===== config.mk =====
export PLATFORM = sky130hd
export DESIGN_NAME = lane_dly_seq_flat
export DESIGN_NICKNAME = d
export VERILOG_FILES = /design/src/rtl/lane_dly_seq_if.sv /design/src/rtl/lane_dly_seq.sv /design/src/flat_wrapper.sv
export SDC_FILE = /design/constraint.sdc
export NUM_CORES = 1
export LEC_CHECK = 0
export CORE_MARGIN = 2
export CORE_UTILIZATION = 45
export DETAILED_ROUTE_END_ITERATION = 6
export GPL_TIMING_DRIVEN = 1
export PLACE_DENSITY = 0.68
export SYNTH_ARGS = -nofsm -noshare
export SYNTH_HDL_FRONTEND = slang
export SYNTH_SLANG_ARGS = --single-unit

===== constraint.sdc =====
create_clock -name FAB_CLK -period 7.45 [get_ports FAB_CLK]
set_clock_uncertainty 0.1 [all_clocks]
set_input_delay 0.745 -clock FAB_CLK [delete_from_list [all_inputs] [get_ports FAB_CLK]]
set_output_delay 0.745 -clock FAB_CLK [all_outputs]
set_load 0.02 [all_outputs]

===== src/rtl/lane_dly_seq_if.sv =====
// Request/completion and delay-line bus for lane_dly_seq.
// The slave modport is the sequencer; the master modport is the requester
// together with the lane controllers that report out-of-range.
interface lane_dly_seq_if #(
    parameter int NUM_LANES = 4,
    parameter int TAP_W     = 8,
    parameter int LW        = (NUM_LANES > 1) ? $clog2(NUM_LANES) : 1
);
    logic                         REQ_VALID;
    logic                         REQ_READY;
    logic                         REQ_OP;
    logic [LW-1:0]                REQ_LANE;
    logic                         REQ_DIR;
    logic [TAP_W-1:0]             REQ_TAPS;
    logic [NUM_LANES-1:0]         DELAY_LINE_OUT_OF_RANGE;
    logic [NUM_LANES-1:0]         DELAY_LINE_SEL;
    logic [NUM_LANES-1:0]         DELAY_LINE_LOAD;
    logic [NUM_LANES-1:0]         DELAY_LINE_DIRECTION;
    logic [NUM_LANES-1:0]         DELAY_LINE_MOVE;
    logic                         HS_IO_CLK_PAUSE;
    logic                         DONE_VALID;
    logic [1:0]                   DONE_STATUS;
    logic [TAP_W-1:0]             DONE_TAPS;
    logic [NUM_LANES*TAP_W-1:0]   TAP_POS;

    modport master (
        output REQ_VALID, REQ_OP, REQ_LANE, REQ_DIR, REQ_TAPS,
               DELAY_LINE_OUT_OF_RANGE,
        input  REQ_READY, DELAY_LINE_SEL, DELAY_LINE_LOAD, DELAY_LINE_DIRECTION,
               DELAY_LINE_MOVE, HS_IO_CLK_PAUSE, DONE_VALID, DONE_STATUS,
               DONE_TAPS, TAP_POS
    );

    modport slave (
        input  REQ_VALID, REQ_OP, REQ_LANE, REQ_DIR, REQ_TAPS,
               DELAY_LINE_OUT_OF_RANGE,
        output REQ_READY, DELAY_LINE_SEL, DELAY_LINE_LOAD, DELAY_LINE_DIRECTION,
               DELAY_LINE_MOVE, HS_IO_CLK_PAUSE, DONE_VALID, DONE_STATUS,
               DONE_TAPS, TAP_POS
    );
endinterface


===== src/rtl/lane_dly_seq.sv =====
// Delay-line lane sequencer: steps a lane's tap one pulse at a time (MOVE)
// or reloads it under a high-speed clock pause (LOAD), tracking each lane's
// tap position and reporting a completion status.
module lane_dly_seq #(
    parameter int NUM_LANES   = 4,
    parameter int TAP_W       = 8,
    parameter int MAX_TAPS    = 127,
    parameter int DEFAULT_TAP = 1,
    parameter int MOVE_GAP    = 3,
    parameter int PAUSE_CYC   = 2
) (
    input logic           FAB_CLK,
    input logic           RESET,
    lane_dly_seq_if.slave bus
);
    localparam int LW = (NUM_LANES > 1) ? $clog2(NUM_LANES) : 1;
    localparam int CW = 16;

    localparam logic [1:0] STAT_OK       = 2'b00;
    localparam logic [1:0] STAT_RANGE    = 2'b01;
    localparam logic [1:0] STAT_BAD_LANE = 2'b10;

    typedef enum logic [2:0] {
        IDLE,
        SEL,
        MOVE,
        GAP,
        PAUSE,
        LOAD,
        HOLD,
        DONE
    } state_t;

    state_t                              state_q, state_d;
    logic [LW-1:0]                       lane_q, lane_d;
    logic                                dir_q, dir_d;
    logic [TAP_W-1:0]                    taps_left_q, taps_left_d;
    logic [TAP_W-1:0]                    moved_q, moved_d;
    logic [CW-1:0]                       cnt_q, cnt_d;
    logic [1:0]                          status_q, status_d;
    logic [NUM_LANES-1:0][TAP_W-1:0]     tap_pos_q, tap_pos_d;

    logic                                ready_q, ready_d;
    logic [NUM_LANES-1:0]                sel_q, sel_d;
    logic [NUM_LANES-1:0]                load_q, load_d;
    logic [NUM_LANES-1:0]                dir_out_q, dir_out_d;
    logic [NUM_LANES-1:0]                move_q, move_d;
    logic                                pause_q, pause_d;
    logic                                done_valid_q, done_valid_d;
    logic [1:0]                          done_status_q, done_status_d;
    logic [TAP_W-1:0]                    done_taps_q, done_taps_d;

    logic [NUM_LANES-1:0]                lane_oh_q, lane_oh_d;
    logic [TAP_W-1:0]                    pos_cur;
    logic                                at_limit;
    logic                                oor;
    logic                                lane_bad;

    function automatic logic [NUM_LANES-1:0] onehot(input logic [LW-1:0] l);
        logic [NUM_LANES-1:0] v;
        v = '0;
        for (int i = 0; i < NUM_LANES; i++) begin
            v[i] = (l == LW'(i));
        end
        return v;
    endfunction

    // Lane decode, current-lane position and range conditions of the captured request.
    always_comb begin
        lane_oh_q = onehot(lane_q);
        pos_cur   = '0;
        for (int i = 0; i < NUM_LANES; i++) begin
            if (lane_oh_q[i]) begin
                pos_cur = tap_pos_q[i];
            end
        end
        at_limit = dir_q ? (pos_cur == TAP_W'(MAX_TAPS)) : (pos_cur == '0);
        oor      = |(bus.DELAY_LINE_OUT_OF_RANGE & lane_oh_q);
        lane_bad = ({1'b0, bus.REQ_LANE} >= (LW+1)'(NUM_LANES));
    end

    // Next-state logic and per-pulse bookkeeping of the sequencer.
    always_comb begin
        state_d     = state_q;
        lane_d      = lane_q;
        dir_d       = dir_q;
        taps_left_d = taps_left_q;
        moved_d     = moved_q;
        cnt_d       = cnt_q;
        status_d    = status_q;
        tap_pos_d   = tap_pos_q;

        case (state_q)
            IDLE: begin
                if (bus.REQ_VALID) begin
                    lane_d      = bus.REQ_LANE;
                    dir_d       = bus.REQ_DIR;
                    taps_left_d = bus.REQ_TAPS;
                    moved_d     = '0;
                    status_d    = STAT_OK;
                    if (lane_bad) begin
                        status_d = STAT_BAD_LANE;
                        state_d  = DONE;
                    end else if (bus.REQ_OP) begin
                        cnt_d   = CW'(PAUSE_CYC - 1);
                        state_d = PAUSE;
                    end else begin
                        state_d = SEL;
                    end
                end
            end
            SEL: begin
                if (taps_left_q == '0) begin
                    state_d = DONE;
                end else if (at_limit) begin
                    status_d = STAT_RANGE;
                    state_d  = DONE;
                end else begin
                    state_d = MOVE;
                end
            end
            MOVE: begin
                cnt_d   = CW'(MOVE_GAP - 1);
                state_d = GAP;
            end
            GAP: begin
                if (cnt_q != '0) begin
                    cnt_d = cnt_q - 1'b1;
                end else if (oor) begin
                    status_d = STAT_RANGE;
                    state_d  = DONE;
                end else if (taps_left_q == '0) begin
                    state_d = DONE;
                end else if (at_limit) begin
                    status_d = STAT_RANGE;
                    state_d  = DONE;
                end else begin
                    state_d = MOVE;
                end
            end
            PAUSE: begin
                if (cnt_q != '0) begin
                    cnt_d = cnt_q - 1'b1;
                end else begin
                    state_d = LOAD;
                end
            end
            LOAD: begin
                state_d = HOLD;
            end
            HOLD: begin
                for (int i = 0; i < NUM_LANES; i++) begin
                    if (lane_oh_q[i]) begin
                        tap_pos_d[i] = TAP_W'(DEFAULT_TAP);
                    end
                end
                state_d = DONE;
            end
            DONE: begin
                state_d = IDLE;
            end
            default: begin
                state_d = IDLE;
            end
        endcase

        if (state_d == MOVE) begin
            taps_left_d = taps_left_q - 1'b1;
            moved_d     = moved_q + 1'b1;
            for (int i = 0; i < NUM_LANES; i++) begin
                if (lane_oh_q[i]) begin
                    tap_pos_d[i] = dir_q ? (tap_pos_q[i] + 1'b1) : (tap_pos_q[i] - 1'b1);
                end
            end
        end
    end

    // Output decode from the next state so every output is a flop that matches the state it is in.
    always_comb begin
        lane_oh_d     = onehot(lane_d);
        ready_d       = 1'b0;
        sel_d         = '0;
        load_d        = '0;
        dir_out_d     = '0;
        move_d        = '0;
        pause_d       = 1'b0;
        done_valid_d  = 1'b0;
        done_status_d = done_status_q;
        done_taps_d   = done_taps_q;

        case (state_d)
            IDLE: begin
                ready_d = 1'b1;
            end
            SEL, GAP: begin
                sel_d     = lane_oh_d;
                dir_out_d = dir_d ? lane_oh_d : '0;
            end
            MOVE: begin
                sel_d     = lane_oh_d;
                dir_out_d = dir_d ? lane_oh_d : '0;
                move_d    = lane_oh_d;
            end
            PAUSE, HOLD: begin
                pause_d = 1'b1;
            end
            LOAD: begin
                pause_d = 1'b1;
                sel_d   = lane_oh_d;
                load_d  = lane_oh_d;
            end
            DONE: begin
                done_valid_d  = 1'b1;
                done_status_d = status_d;
                done_taps_d   = moved_d;
            end
            default: begin
                ready_d = 1'b0;
            end
        endcase
    end

    // State, working registers and registered outputs; reset abandons any sequence in flight.
    always_ff @(posedge FAB_CLK or posedge RESET) begin
        if (RESET) begin
            state_q       <= IDLE;
            lane_q        <= '0;
            dir_q         <= 1'b0;
            taps_left_q   <= '0;
            moved_q       <= '0;
            cnt_q         <= '0;
            status_q      <= STAT_OK;
            for (int i = 0; i < NUM_LANES; i++) begin
                tap_pos_q[i] <= TAP_W'(DEFAULT_TAP);
            end
            ready_q       <= 1'b1;
            sel_q         <= '0;
            load_q        <= '0;
            dir_out_q     <= '0;
            move_q        <= '0;
            pause_q       <= 1'b0;
            done_valid_q  <= 1'b0;
            done_status_q <= STAT_OK;
            done_taps_q   <= '0;
        end else begin
            state_q       <= state_d;
            lane_q        <= lane_d;
            dir_q         <= dir_d;
            taps_left_q   <= taps_left_d;
            moved_q       <= moved_d;
            cnt_q         <= cnt_d;
            status_q      <= status_d;
            tap_pos_q     <= tap_pos_d;
            ready_q       <= ready_d;
            sel_q         <= sel_d;
            load_q        <= load_d;
            dir_out_q     <= dir_out_d;
            move_q        <= move_d;
            pause_q       <= pause_d;
            done_valid_q  <= done_valid_d;
            done_status_q <= done_status_d;
            done_taps_q   <= done_taps_d;
        end
    end

    assign bus.REQ_READY            = ready_q;
    assign bus.DELAY_LINE_SEL       = sel_q;
    assign bus.DELAY_LINE_LOAD      = load_q;
    assign bus.DELAY_LINE_DIRECTION = dir_out_q;
    assign bus.DELAY_LINE_MOVE      = move_q;
    assign bus.HS_IO_CLK_PAUSE      = pause_q;
    assign bus.DONE_VALID           = done_valid_q;
    assign bus.DONE_STATUS          = done_status_q;
    assign bus.DONE_TAPS            = done_taps_q;
    assign bus.TAP_POS              = tap_pos_q;
endmodule


===== src/flat_wrapper.sv =====
// flat-port wrapper written by rule: the top's interface ports become plain ports
module lane_dly_seq_flat 
#(
    parameter int NUM_LANES   = 4,
    parameter int TAP_W       = 8,
    parameter int MAX_TAPS    = 127,
    parameter int DEFAULT_TAP = 1,
    parameter int MOVE_GAP    = 3,
    parameter int PAUSE_CYC   = 2
)
  (FAB_CLK, RESET, bus_REQ_VALID, bus_REQ_OP, bus_REQ_LANE, bus_REQ_DIR, bus_REQ_TAPS, bus_DELAY_LINE_OUT_OF_RANGE, bus_REQ_READY, bus_DELAY_LINE_SEL, bus_DELAY_LINE_LOAD, bus_DELAY_LINE_DIRECTION, bus_DELAY_LINE_MOVE, bus_HS_IO_CLK_PAUSE, bus_DONE_VALID, bus_DONE_STATUS, bus_DONE_TAPS, bus_TAP_POS);
  lane_dly_seq_if #(.NUM_LANES(NUM_LANES), .TAP_W(TAP_W)) bus_i ();
  input logic FAB_CLK;
  input logic RESET;
  input wire logic [$bits(bus_i.REQ_VALID)-1:0] bus_REQ_VALID;
  input wire logic [$bits(bus_i.REQ_OP)-1:0] bus_REQ_OP;
  input wire logic [$bits(bus_i.REQ_LANE)-1:0] bus_REQ_LANE;
  input wire logic [$bits(bus_i.REQ_DIR)-1:0] bus_REQ_DIR;
  input wire logic [$bits(bus_i.REQ_TAPS)-1:0] bus_REQ_TAPS;
  input wire logic [$bits(bus_i.DELAY_LINE_OUT_OF_RANGE)-1:0] bus_DELAY_LINE_OUT_OF_RANGE;
  output wire logic [$bits(bus_i.REQ_READY)-1:0] bus_REQ_READY;
  output wire logic [$bits(bus_i.DELAY_LINE_SEL)-1:0] bus_DELAY_LINE_SEL;
  output wire logic [$bits(bus_i.DELAY_LINE_LOAD)-1:0] bus_DELAY_LINE_LOAD;
  output wire logic [$bits(bus_i.DELAY_LINE_DIRECTION)-1:0] bus_DELAY_LINE_DIRECTION;
  output wire logic [$bits(bus_i.DELAY_LINE_MOVE)-1:0] bus_DELAY_LINE_MOVE;
  output wire logic [$bits(bus_i.HS_IO_CLK_PAUSE)-1:0] bus_HS_IO_CLK_PAUSE;
  output wire logic [$bits(bus_i.DONE_VALID)-1:0] bus_DONE_VALID;
  output wire logic [$bits(bus_i.DONE_STATUS)-1:0] bus_DONE_STATUS;
  output wire logic [$bits(bus_i.DONE_TAPS)-1:0] bus_DONE_TAPS;
  output wire logic [$bits(bus_i.TAP_POS)-1:0] bus_TAP_POS;
  assign bus_i.REQ_VALID = bus_REQ_VALID;
  assign bus_i.REQ_OP = bus_REQ_OP;
  assign bus_i.REQ_LANE = bus_REQ_LANE;
  assign bus_i.REQ_DIR = bus_REQ_DIR;
  assign bus_i.REQ_TAPS = bus_REQ_TAPS;
  assign bus_i.DELAY_LINE_OUT_OF_RANGE = bus_DELAY_LINE_OUT_OF_RANGE;
  assign bus_REQ_READY = bus_i.REQ_READY;
  assign bus_DELAY_LINE_SEL = bus_i.DELAY_LINE_SEL;
  assign bus_DELAY_LINE_LOAD = bus_i.DELAY_LINE_LOAD;
  assign bus_DELAY_LINE_DIRECTION = bus_i.DELAY_LINE_DIRECTION;
  assign bus_DELAY_LINE_MOVE = bus_i.DELAY_LINE_MOVE;
  assign bus_HS_IO_CLK_PAUSE = bus_i.HS_IO_CLK_PAUSE;
  assign bus_DONE_VALID = bus_i.DONE_VALID;
  assign bus_DONE_STATUS = bus_i.DONE_STATUS;
  assign bus_DONE_TAPS = bus_i.DONE_TAPS;
  assign bus_TAP_POS = bus_i.TAP_POS;
  lane_dly_seq #(.NUM_LANES(NUM_LANES), .TAP_W(TAP_W), .MAX_TAPS(MAX_TAPS), .DEFAULT_TAP(DEFAULT_TAP), .MOVE_GAP(MOVE_GAP), .PAUSE_CYC(PAUSE_CYC)) u_core (.FAB_CLK(FAB_CLK), .RESET(RESET), .bus(bus_i));
endmodule

# [After elaboration in Yosys (flattened, before gate mapping)]
# Cells that the tools add are included.
[op_classes] n_addsub=11 multipliers=0 div=0 order_cmp=0 eq_ne=24 n_shift=0 n_mux=55 bitwise_logic=1 reduce_logical=17
[ops] cell="two-way mux 8 bit" count=22
[ops] cell="two-way mux 32 bit" count=2
[ops] cell="two-way mux 16 bit" count=3
[ops] cell="one-hot mux 16 bit (3 select lines)" count=1
[ops] cell="adder 8 x 1 -> 8 bit (second input constant)" count=5
[ops] cell="subtractor 8 x 1 -> 8 bit (second input constant)" count=5
[ops] cell="== test 3 bit (second input constant)" count=8
[ops] cell="one-hot mux 3 bit (8 select lines)" count=1
[ops] cell="two-way mux 3 bit" count=7
[ops] cell="two-way mux 4 bit" count=5
[ops] cell="logical NOT 8 bit" count=2
[ops] cell="nonzero test 16 bit" count=1
[ops] cell="subtractor 16 x 1 -> 16 bit (second input constant)" count=1
[ops] cell="two-way mux 2 bit" count=7
[ops] cell="== test 3 x 2 -> 1 bit (second input constant)" count=4
[ops] cell="== test 2 bit (second input constant)" count=4
[ops] cell="== test 8 x 7 -> 1 bit (second input constant)" count=1
[ops] cell="OR reduction 4 bit" count=2
[ops] cell="== test 3 x 1 -> 1 bit (second input constant)" count=2
[ops] cell="logical NOT 3 bit" count=2
[ops] cell="two-way mux 1 bit" count=6
[ops] cell="one-hot mux 2 bit (3 select lines)" count=1
[ops] cell="OR reduction 3 bit" count=2
[ops] cell="AND 4 bit" count=1
[ops] cell="9 further kinds" count=13
[totals] ff_bits=101 latchBits=0 mem_bits_rw=0 romBits=0 in_bits=19 output_inout_bits=61 memories=0

# [Logic depth before layout (Yosys ltp)]
[logic_depth] ltp_word=15 depth_mapped=13 ltp_nobuf=9

# [Worst setup path after synthesis]
# OpenSTA, ideal clock, no wires.
[synth_path] path_type="register to register" from="register u_core.dir_q" to="register u_core.tap_pos_q, in the netlist u_core.bus.TAP_POS[7]" setup_time_ns=0.079 t_arrival_ns=2.993 required_time_ns=7.271 slack_ns=4.277 path_stages_with_launch=10 path_buffers=0 period_less_slack_ns=3.173 path_cell_list="dfrtp_1 clkinv_1 ha_1 a21o_1 a21oi_1 o21bai_1 a2111oi_0 nor3_1 o2111ai_1 mux2i_1"
[synth_rtl] element="start: declaration" line_no="lane_dly_seq.sv:36" text="logic dir_q, dir_d;"
[synth_rtl] element="start signal: assignment" line_no="lane_dly_seq.sv:248" text="dir_q <= dir_d;"
[synth_rtl] element="end signal: indexed assignment" line_no="lane_dly_seq.sv:234" text="tap_pos_q[i] <= TAP_W'(DEFAULT_TAP);"
[synth_rtl] element="end signal: assignment" line_no="lane_dly_seq.sv:253" text="tap_pos_q <= tap_pos_d;"
[synth_rtl] element="end: declaration" line_no="lane_dly_seq.sv:41" text="logic [NUM_LANES-1:0][TAP_W-1:0] tap_pos_q, tap_pos_d;"

==> flow_summary.json <==
{
  "vias_per_cell": 5.67,
  "cp.arrival_ns": 4.24,
  "period_share": 0.547,
  "post_cts_resized": 0,
  "synth_top_area_share": 0.404,
  "cap_violations": 0,
  "track_usage": 0.205,
  "worstHoldStart": "u_core.bus.DONE_TAPS[1]$_DFFE_PP0P_",
  "clk_latency_ns": 0.35,
  "r2r_start": "u_core.lane_q[0]$_DFF_PP0_",
  "post-synth-top-area-cell": "dfrtp_1",
  "ant_nets": 0,
  "post-route-min-period_ns": 4.08,
  "critPathLaunchType": "register",
  "wl_per_cell_um": 16.8,
  "post_cts_buffers": 0,
  "ys.flop_type": "dfrtp_1",
  "syn_nets": 632,
  "nets": 707,
  "power.internal_mw": 1.64,
  "yosysSeqAreaShare": 0.426,
  "async_flop_share": 1.00,
  "grt_max_degree": 73,
  "start_util": 0.465,
  "place_ws_ns": 3.14,
  "avgSynthCellArea_um2": 10.3,
  "fin_setup_tns_ns": 0,
  "hold_path_class": "register to register",
  "final_util": 0.561,
  "postLayoutCellArea_mm2": 0.00716,
  "ff2ff_setup_slack_ns": 3.37,
  "cts_sinks": 101,
  "required_ns": 7.61,
  "timing.hold.ws_ns": 0.392,
  "netlist_area_mm2": 0.00594,
  "finalSetupViolCount": 0,
  "dpl.cell_count": 812,
  "grt_antenna_before_repair": 0,
  "hold_path_end": "u_core.bus.DONE_TAPS[1]$_DFFE_PP0P_",
  "max_slew_margin": 0.337,
  "ys_types": 67,
  "grt_pass1_wl_um": 23500,
  "drcViolationCount": 0,
  "drive_gt1_frac": 0.0793,
  "vdd_ir_drop_max_v": 0.000161,
  "die_x_um": 119,
  "h-tree-depth": 3,
  "fin_ws_ns": 3.37,
  "r2r-end": "u_core.bus.TAP_POS[1]$_DFF_PP0_",
  "post_dp_cell_area_mm2": 0.00687,
  "detailed_place_hpwl_um": 10300,
  "drtPass1Iterations": 5,
  "core.rowCount": 41,
  "multi_input_area_mm2": 0.00319,
  "netlist_top_cells_count": "dfrtp_1, nor2_1, a21oi_1, nand2_1, ha_1",
  "holdBufCountCts": 0,
  "synthToLayoutAreaGrowth_pct": 20.6,
  "fmax_ghz": 0.245,
  "cts_root_buf": "clkbuf_16",
  "routed_wl_um": 13900,
  "p_leak_nw": 3.16,
  "switching_power_mw": 1.14,
  "grt_pass1_vias": 4665,
  "die_area_mm2": 0.0141,
  "maxSlewViolCount": 0,
  "cts_buffers": 9,
  "gp_routability_congestion": 0.823,
  "ys_seq_elements": 101,
  "antenna_cells": 0,
  "combPwrFrac": 0.489,
  "cp_max_fo": 26,
  "critical_path_class": "register to register",
  "clkTransAtPathRegs_ns": 0.07,
  "whs_path_depth": 1,
  "fillers": 1082,
  "worst_pin_slew_ns": 0.994,
  "power_mw": 2.79,
  "post-synth-top-count-cell": "dfrtp_1",
  "p_sw_frac": 0.411,
  "synth-edff-count": 0,
  "io_pins": 80,
  "yosys_warnings": 0,
  "dr_total_vias": 4694,
  "clk_path_buf_depth": 2,
  "r2r_cells": 9,
  "endpoint_kind": "register",
  "outcome": "finished, final reports clean",
  "synth_area_leaders": "dfrtp_1, ha_1, mux4_2, nor2_1, a21oi_1",
  "rsz0062_at_grt": "false",
  "power.density_mw_per_mm2": 389,
  "seqPwrFrac": 0.342,
  "regArea_mm2": 0.00253,
  "overflow": 0,
  "dr.first_iter.drc_count": 322,
  "stdcell_count": 828,
  "finalHoldViolations": 0,
  "p_clk_frac": 0.168,
  "synthCells": 576,
  "cts_tree": "yes",
  "die_h_um": 119,
  "coreArea_mm2": 0.0128,
  "port_buffers": 79
}
==> cells by family (layout without fill, tap and decap cells) <==
group,after synthesis,count (layout),synth area share
and+or+nand+nor,176,176,0.149
AOI/OAI and AO/OA,153,153,0.191
buffers and inverters,50,130,0.0375
xor gates and xnor gates,30,30,0.0442
DFF,101,101,0.426
muxes,29,29,0.0691
adders and majority gates,37,37,0.0830
==> critical path: stages (launching register included) <==
cell	delay, ns
dfrtp_1	0.82
nor2_1	0.24
ha_1	0.24
mux4_2	0.47
nand4_1	0.11
nor2_1	0.07
o21bai_4	0.31
and3_1	0.88
nand3_1	0.47
mux2i_1	0.27
==> per-layer routing <==
metal / GRT usage / vias to the layer above / wire (um)
li1: - / 2277 / -
met1: 0.283 / 2282 / 6450
met2: 0.329 / 118 / 6600
met3: 0.0254 / 17 / 660
met4: 0.0826 / 0 / 214
met5: 0 / - / 0
==> flip-flops by register name, summed over array words and instances (netlist names), 2 cells and up, named ones only <==
signal                           count
u_core.bus.DELAY_LINE_DIRECTION      4
u_core.bus.DELAY_LINE_LOAD           4
u_core.bus.DELAY_LINE_MOVE           4
u_core.bus.DELAY_LINE_SEL            4
u_core.bus.DONE_STATUS               2
u_core.bus.DONE_TAPS                 8
u_core.bus.TAP_POS                  28
u_core.cnt_q                        16
u_core.lane_q                        2
u_core.moved_q                       8
u_core.state_q                       3
u_core.status_q                      2
u_core.taps_left_q                   8
==> final cells by class <==
cell class	instances	share of cell area
sequential	101	0.354
tap	172	0.0300
timing repair buffer	82	0.114
inverter	32	0.0171
multi-input combinational	425	0.445
clock buffer	11	0.0325
clock inverter	5	0.00856
==> cell usage in the layout (no fill, tap or decap), types with 7 or more instances in the layout <==
master and n:
xnor2_1 16, clkbuf_16 9, nand3_1 18, a221o_1 8
inv_1 30, a21o_1 16, and3_1 8, dfrtp_1 96
o21ai_0 15, mux2i_1 14, ha_1 33, o31ai_1 8
nor2_1 52, clkdlybuf4s50_1 79, a22o_1 16, o21a_1 7
or4_1 8, or3_1 7, nand2_1 35, xor2_1 14
o21bai_1 10, mux4_2 9, nor3_1 13, a21oi_1 35
==> power groups by stage <==
stage | clock (mW) | combinational [mW] | sequential (mW)
CTS | 0.474 | 1.37 | 0.952
global route | 0.496 | 1.51 | 0.986
global placement | 0 | 1.31 | 0.953
finish | 0.469 | 1.36 | 0.953
detailed placement | 0 | 1.36 | 0.958
floorplan | 0 | 0.911 | 0.976
==> worst max-delay path by stage <==
stage / from / to / slack [ns] / depth (start not counted)
after detailed placement: bus_REQ_VALID / u_core.bus.TAP_POS[23]$_DFF_PP0_ / 3.14 / 9
after global placement: bus_REQ_VALID / u_core.bus.TAP_POS[23]$_DFF_PP0_ / 3.27 / 9
after floorplan: RESET / u_core.bus.DELAY_LINE_DIRECTION[0]$_DFF_PP0_ / 3.97 / 1
final: u_core.lane_q[0]$_DFF_PP0_ / u_core.bus.TAP_POS[1]$_DFF_PP0_ / 3.37 / 9
after CTS: u_core.lane_q[0]$_DFF_PP0_ / u_core.bus.TAP_POS[2]$_DFF_PP0_ / 3.38 / 9
after global routing: u_core.lane_q[0]$_DFF_PP0_ / u_core.bus.TAP_POS[5]$_DFF_PP0_ / 3.02 / 9
No activity file was read; power rests on OpenSTA's default activity.
==> RTL change 1, RTL diff (same settings) <==
Change the localparam `CW` from 16 to 8.
--- a/src/rtl/lane_dly_seq.sv
+++ b/src/rtl/lane_dly_seq.sv
@@ -15,5 +15,5 @@
 );
     localparam int LW = (NUM_LANES > 1) ? $clog2(NUM_LANES) : 1;
-    localparam int CW = 16;
+    localparam int CW = 8;
 
     localparam logic [1:0] STAT_OK       = 2'b00;
Behaviour: same outputs for any inputs over 10 cycles, from zero or initial values and one cycle with RESET high; that may be too few to reach the edited logic, so the function may still have changed.
==> RTL change 1 against the unedited design <==
- synthesized area shrank 7.8%
- wire length shrank 4.9%
- setup slack gained 0.27 ns
- sequential cell count shrank 8
- cell area shrank 6.5%
- critical path depth grew 2
- synthesized cell count shrank 8.5%
- utilization shrank 0.084 points
- critical path type unchanged
Power is not compared: it rests on default switching activity, and its combinational part moved more than twofold at a synthesized area within 25%.
==> RTL change 1: results (changes against the unedited design) <==
| Metric | Value |
|---|---|
| Status | completed |
| Share of post-route cells with drive strength above 1 | 10.2% (+2.2 points) |
| H-Tree Depth | 3 (unchanged) |
| Dpl cells | 741 (-8.7%) |
| Mean routed wirelength per cell | 17.5 um (+4.0%) |
| Fill count | 1012 (-6.5%) |
| Gpl congestion | 0.861 (+4.7%) |
| Wire length of the first global-routing pass | 22.0 mm (-6.5%) |
| Starting DRT DRC Count | 253 (-21%) |
| Pre-CTS worst setup slack | 3.65 ns (+0.517 ns) |
| Met3 usage | 3.55% (+1.0 points) |
| Total GRT Usage | 21.5% (+0.98 points) |
| Worst Hold Endpoint | u_core.bus.DONE_TAPS[2] |
| Hold wc startpoint | u_core.bus.DONE_TAPS[2] |
| FF-to-FF End | u_core.bus.TAP_POS[3] |
| Top cells by area, synth | dfrtp_1, ha_1, a22o_1 |
| Fin nets | 662 (-6.4%) |
| R2R depth | 11 (+2) |
| First-pass DRT Iterations | 4 (-1) |
| CP top delay family | compound AO/OA/AOI/OAI gates |
| Slew headroom | 28.1% (-5.6 points) |
| Max reg flops | 28 (unchanged) |
| Routed wire length | 13.2 mm (-4.9%) |
| Slowest stage delay, CP | 0.81 ns (-0.07 ns) |
| Hpwl dp | 9.88 mm (-4.3%) |
| FF-to-FF setup slack | 3.64 ns (+0.27 ns) |
| Met2 global-route usage | 35.7% (+2.8 points) |
| Commonest cells post-synth | dfrtp_1, nor2_1, nand2_1 |
| Synth unique cells | 63 (-6.0%) |
| Vias in the first global route | 4428 (-5.1%) |
| GR Util met1 | 28.3% (-0.075 points) |
| Synthesized area per cell | 10.4 um^2 (+0.74%) |
| Crit path DAT | 3.99 ns (-0.25 ns) |
| Post-Syn Nets | 584 (-7.6%) |
| Worst path slowest cell | dfrtp_1 |
| Largest net degree at the start of global routing | 57 (-22%) |
==> RTL change 1: changes by cell type after synthesis, moves of 7 or more <==
cell,unedited run,this run
a21oi_1,35,20
mux2_4,0,8
a22o_1,16,24
o31ai_1,8,0
nand3_1,18,7
nand2_1,35,42
dfrtp_1,96,88
==> RTL change 1: cells by family after synthesis <==
kind of cell | synth area share (%)
AND/OR/NAND/NOR | 15.6
buffers and inverters | 3.52
XOR/XNOR | 4.32
adder cells (fa/ha/maj) | 9.23
multiplexers | 7.36
AO/OA/AOI/OAI | 17.4
flip-flops | 42.6
==> RTL change 1: layout make-up <==
type / instances / area share (%)
timing repair buffer: 82 / 12.1
sequential: 93 / 34.8
clock inverter: 6 / 1.06
multi-input combinational: 392 / 44.1
clock buffer: 10 / 3.57
tap: 147 / 2.75
inverter: 27 / 1.53
==> RTL change 1: worst max-delay path by stage <==
| stage | startpoint | end | slack [ns] | depth (start not counted) |
|---|---|---|---|---|
| final | u_core.lane_q[0] | u_core.bus.TAP_POS[3] | 3.64 | 11 |
| after global routing | u_core.lane_q[0] | u_core.bus.TAP_POS[3] | 3.40 | 11 |
| after CTS | u_core.lane_q[0] | u_core.bus.TAP_POS[3] | 3.63 | 11 |
| after detailed placement | u_core.lane_q[0] | u_core.bus.TAP_POS[3] | 3.65 | 11 |
| after global placement | bus_DELAY_LINE_OUT_OF_RANGE[3] | u_core.bus.TAP_POS[30] | 3.77 | 9 |
| after floorplan | RESET | u_core.bus.DELAY_LINE_DIRECTION[0] | 4.19 | 1 |
==> RTL change 1: report_power, final <==
group          switching, mW  internal, mW
combinational          0.315         0.260
clock                  0.203         0.272
sequential             0.103         0.581
total                  0.621          1.11
==> RTL change 1: stage by stage <==
stage	hold WS [ns]	power [mW]	instance area, um^2
after CTS	0.418	1.74	6700
final	0.410	1.73	6700
after global routing	0.427	1.84	6700
after global placement	0.396	1.24	6390
after floorplan	0.380	1.07	5480
after detailed placement	0.399	1.27	6390
==> RTL change 1: layer usage <==
layer	up-vias	share of wire, %
li1	2077	-
met1	2119	44
met2	117	48
met3	21	5.1
met4	0	2.0
met5	-	0
==> RTL change 2, RTL diff (config.mk and constraints unchanged) <==
Made on the original files. Re-encode `state_t` (8 states) as one-hot, 8 bits wide.
--- a/src/rtl/lane_dly_seq.sv
+++ b/src/rtl/lane_dly_seq.sv
@@ -21,13 +21,13 @@
     localparam logic [1:0] STAT_BAD_LANE = 2'b10;
 
-    typedef enum logic [2:0] {
-        IDLE,
-        SEL,
-        MOVE,
-        GAP,
-        PAUSE,
-        LOAD,
-        HOLD,
-        DONE
+    typedef enum logic [7:0] {
+        IDLE  = 8'b00000001,
+        SEL   = 8'b00000010,
+        MOVE  = 8'b00000100,
+        GAP   = 8'b00001000,
+        PAUSE = 8'b00010000,
+        LOAD  = 8'b00100000,
+        HOLD  = 8'b01000000,
+        DONE  = 8'b10000000
     } state_t;
 
Behaviour: same outputs for any inputs over 10 cycles, from zero or initial values and one cycle with RESET high; not proved beyond that.
==> RTL change 2 against the unedited design <==
- power up 11%
- cell area up 2.4%
- largest cell class unchanged
- setup slack better by 0.10 ns
- wire length up 1.8%
- synthesized area up 2.5%
- sequential cell count up 5
- combinational power up 20%
- first-iteration DRC count down 8.1%
- largest power group unchanged
- count of clock-buffer cells in the layout down 1
- maximum frequency up 2.5%
==> RTL change 2: results (changes against the unedited design) <==
| Metric | Value |
|---|---|
| Status | completed |
| Wire length of the first global-routing pass | 23.5 mm (+0.11%) |
| Commonest cells post-synth | dfrtp_1, nor2_1, ha_1 |
| Dpl cells | 818 (+0.74%) |
| Worst-Skew Late Latency | 0.35 ns (about the same) |
| Vias in the first global route | 4639 (-0.56%) |
| Starting DRT DRC Count | 296 (-8.1%) |
| Hpwl dp | 10.5 mm (+2.0%) |
| CP Launch Point | u_core.lane_q[0] |
| Post-synthesis sequential area ratio | 43.7% (+1.1 points) |
| Share of post-route cells with drive strength above 1 | 10.2% (+2.3 points) |
| Via count | 4755 (+1.3%) |
| DRT met1 WL | 6.69 mm (+3.6%) |
| Cells after Synth | 582 (+1.0%) |
| Routed wire length | 14.2 mm (+1.8%) |
| H-Tree Depth | 3 (unchanged) |
| Min Hold Slack | 0.396 ns (+0.00449 ns) |
| Adder-cell share of the synthesized area | 8.10% (-0.20 points) |
| Mean routed wirelength per cell | 17.0 um (+1.2%) |
| Post-Syn Nets | 638 (+0.95%) |
| Worst Max-Slew Pin Slew | 0.969 ns (-0.0257 ns) |
| Gpl congestion | 0.849 (+3.1%) |
| PortBufs | 79 (unchanged) |
| Met3 usage | 3.68% (+1.1 points) |
| Total GRT Usage | 20.6% (+0.11 points) |
| Met3 WL | 582 um (-12%) |
| Crit Path Class | flip-flop to flip-flop |
| Top cells by area, synth | dfrtp_1, ha_1, nor2_1 |
| R2R depth | 10 (+1) |
| FF-to-FF setup slack | 3.47 ns (+0.10 ns) |
| Setup crit end | u_core.bus.TAP_POS[4] |
| Multiplexer area fraction after synthesis | 7.69% (+0.78 points) |
| Pins Over Slew Limit | 0 (unchanged) |
| Xor and xnor area share after synthesis | 5.32% (+0.90 points) |
| Synth unique cells | 66 (-1.5%) |
| Asr flop ratio synth | 100% (unchanged) |
| CP max FO | 30 (+15%) |
| Met2 global-route usage | 32.1% (-0.84 points) |
| Achievable frequency | 251 MHz (+2.5%) |
| Placed cell area | 7020 um^2 (+2.1%) |
| Crit path DAT | 4.17 ns (-0.07 ns) |
| Hold wc startpoint | u_core.cnt_q[12] |
| Synth Area in Compound Gates | 15.4% (-3.7 points) |
| Ys flop type | dfrtp_1 |
| Largest net degree at the start of global routing | 78 (+6.8%) |
| # diodes | 0 (unchanged) |
| VDD IR max | 209 uV (+30%) |
| Worst Hold Endpoint | u_core.cnt_q[12] |
| FF-to-FF End | u_core.bus.TAP_POS[4] |
| Metal2 WL | 6.68 mm (+1.2%) |
| Fin nets | 709 (+0.28%) |
| GR Util met1 | 29.4% (+1.1 points) |
| Static leakage | 3.22 nW (+2.1%) |
[RTL change 2: cell count changes in the layout (fill, tap and decap cells not counted), moves of 7 or more]
cell | unedited run | this run
mux2_2 | 1 | 12
a211oi_1 | 0 | 7
o21ai_0 | 15 | 24
a21oi_1 | 35 | 18
nand2_1 | 35 | 26
[RTL change 2: cell type report]
cell class              instances  area, um^2
inverters                      28         108
well taps                     176         220
clock inverters                 5        78.8
flip-flops and latches        106        2660
multi-input cells             427        3220
clock buffers                  10         239
repair buffers                 81         806
fillers                      1183        5910
[RTL change 2: critical path, cell delays in order (launching register included)]
cell and delay (ns):
dfrtp_1 0.79, nor2_1 0.23, ha_1 0.25, mux4_2 0.46, nor4_1 0.19, nand2_1 0.10
a21oi_2 0.33, or2_4 0.37, inv_2 0.29, o21ai_0 0.55, a22o_1 0.23
[RTL change 2: report_power, final]
group	internal, mW	total, mW	leakage [nW]	switching (mW)
clock	0.301	0.511	0.158	0.210
sequential	0.733	0.952	1.38	0.219
combinational	0.762	1.63	1.68	0.869
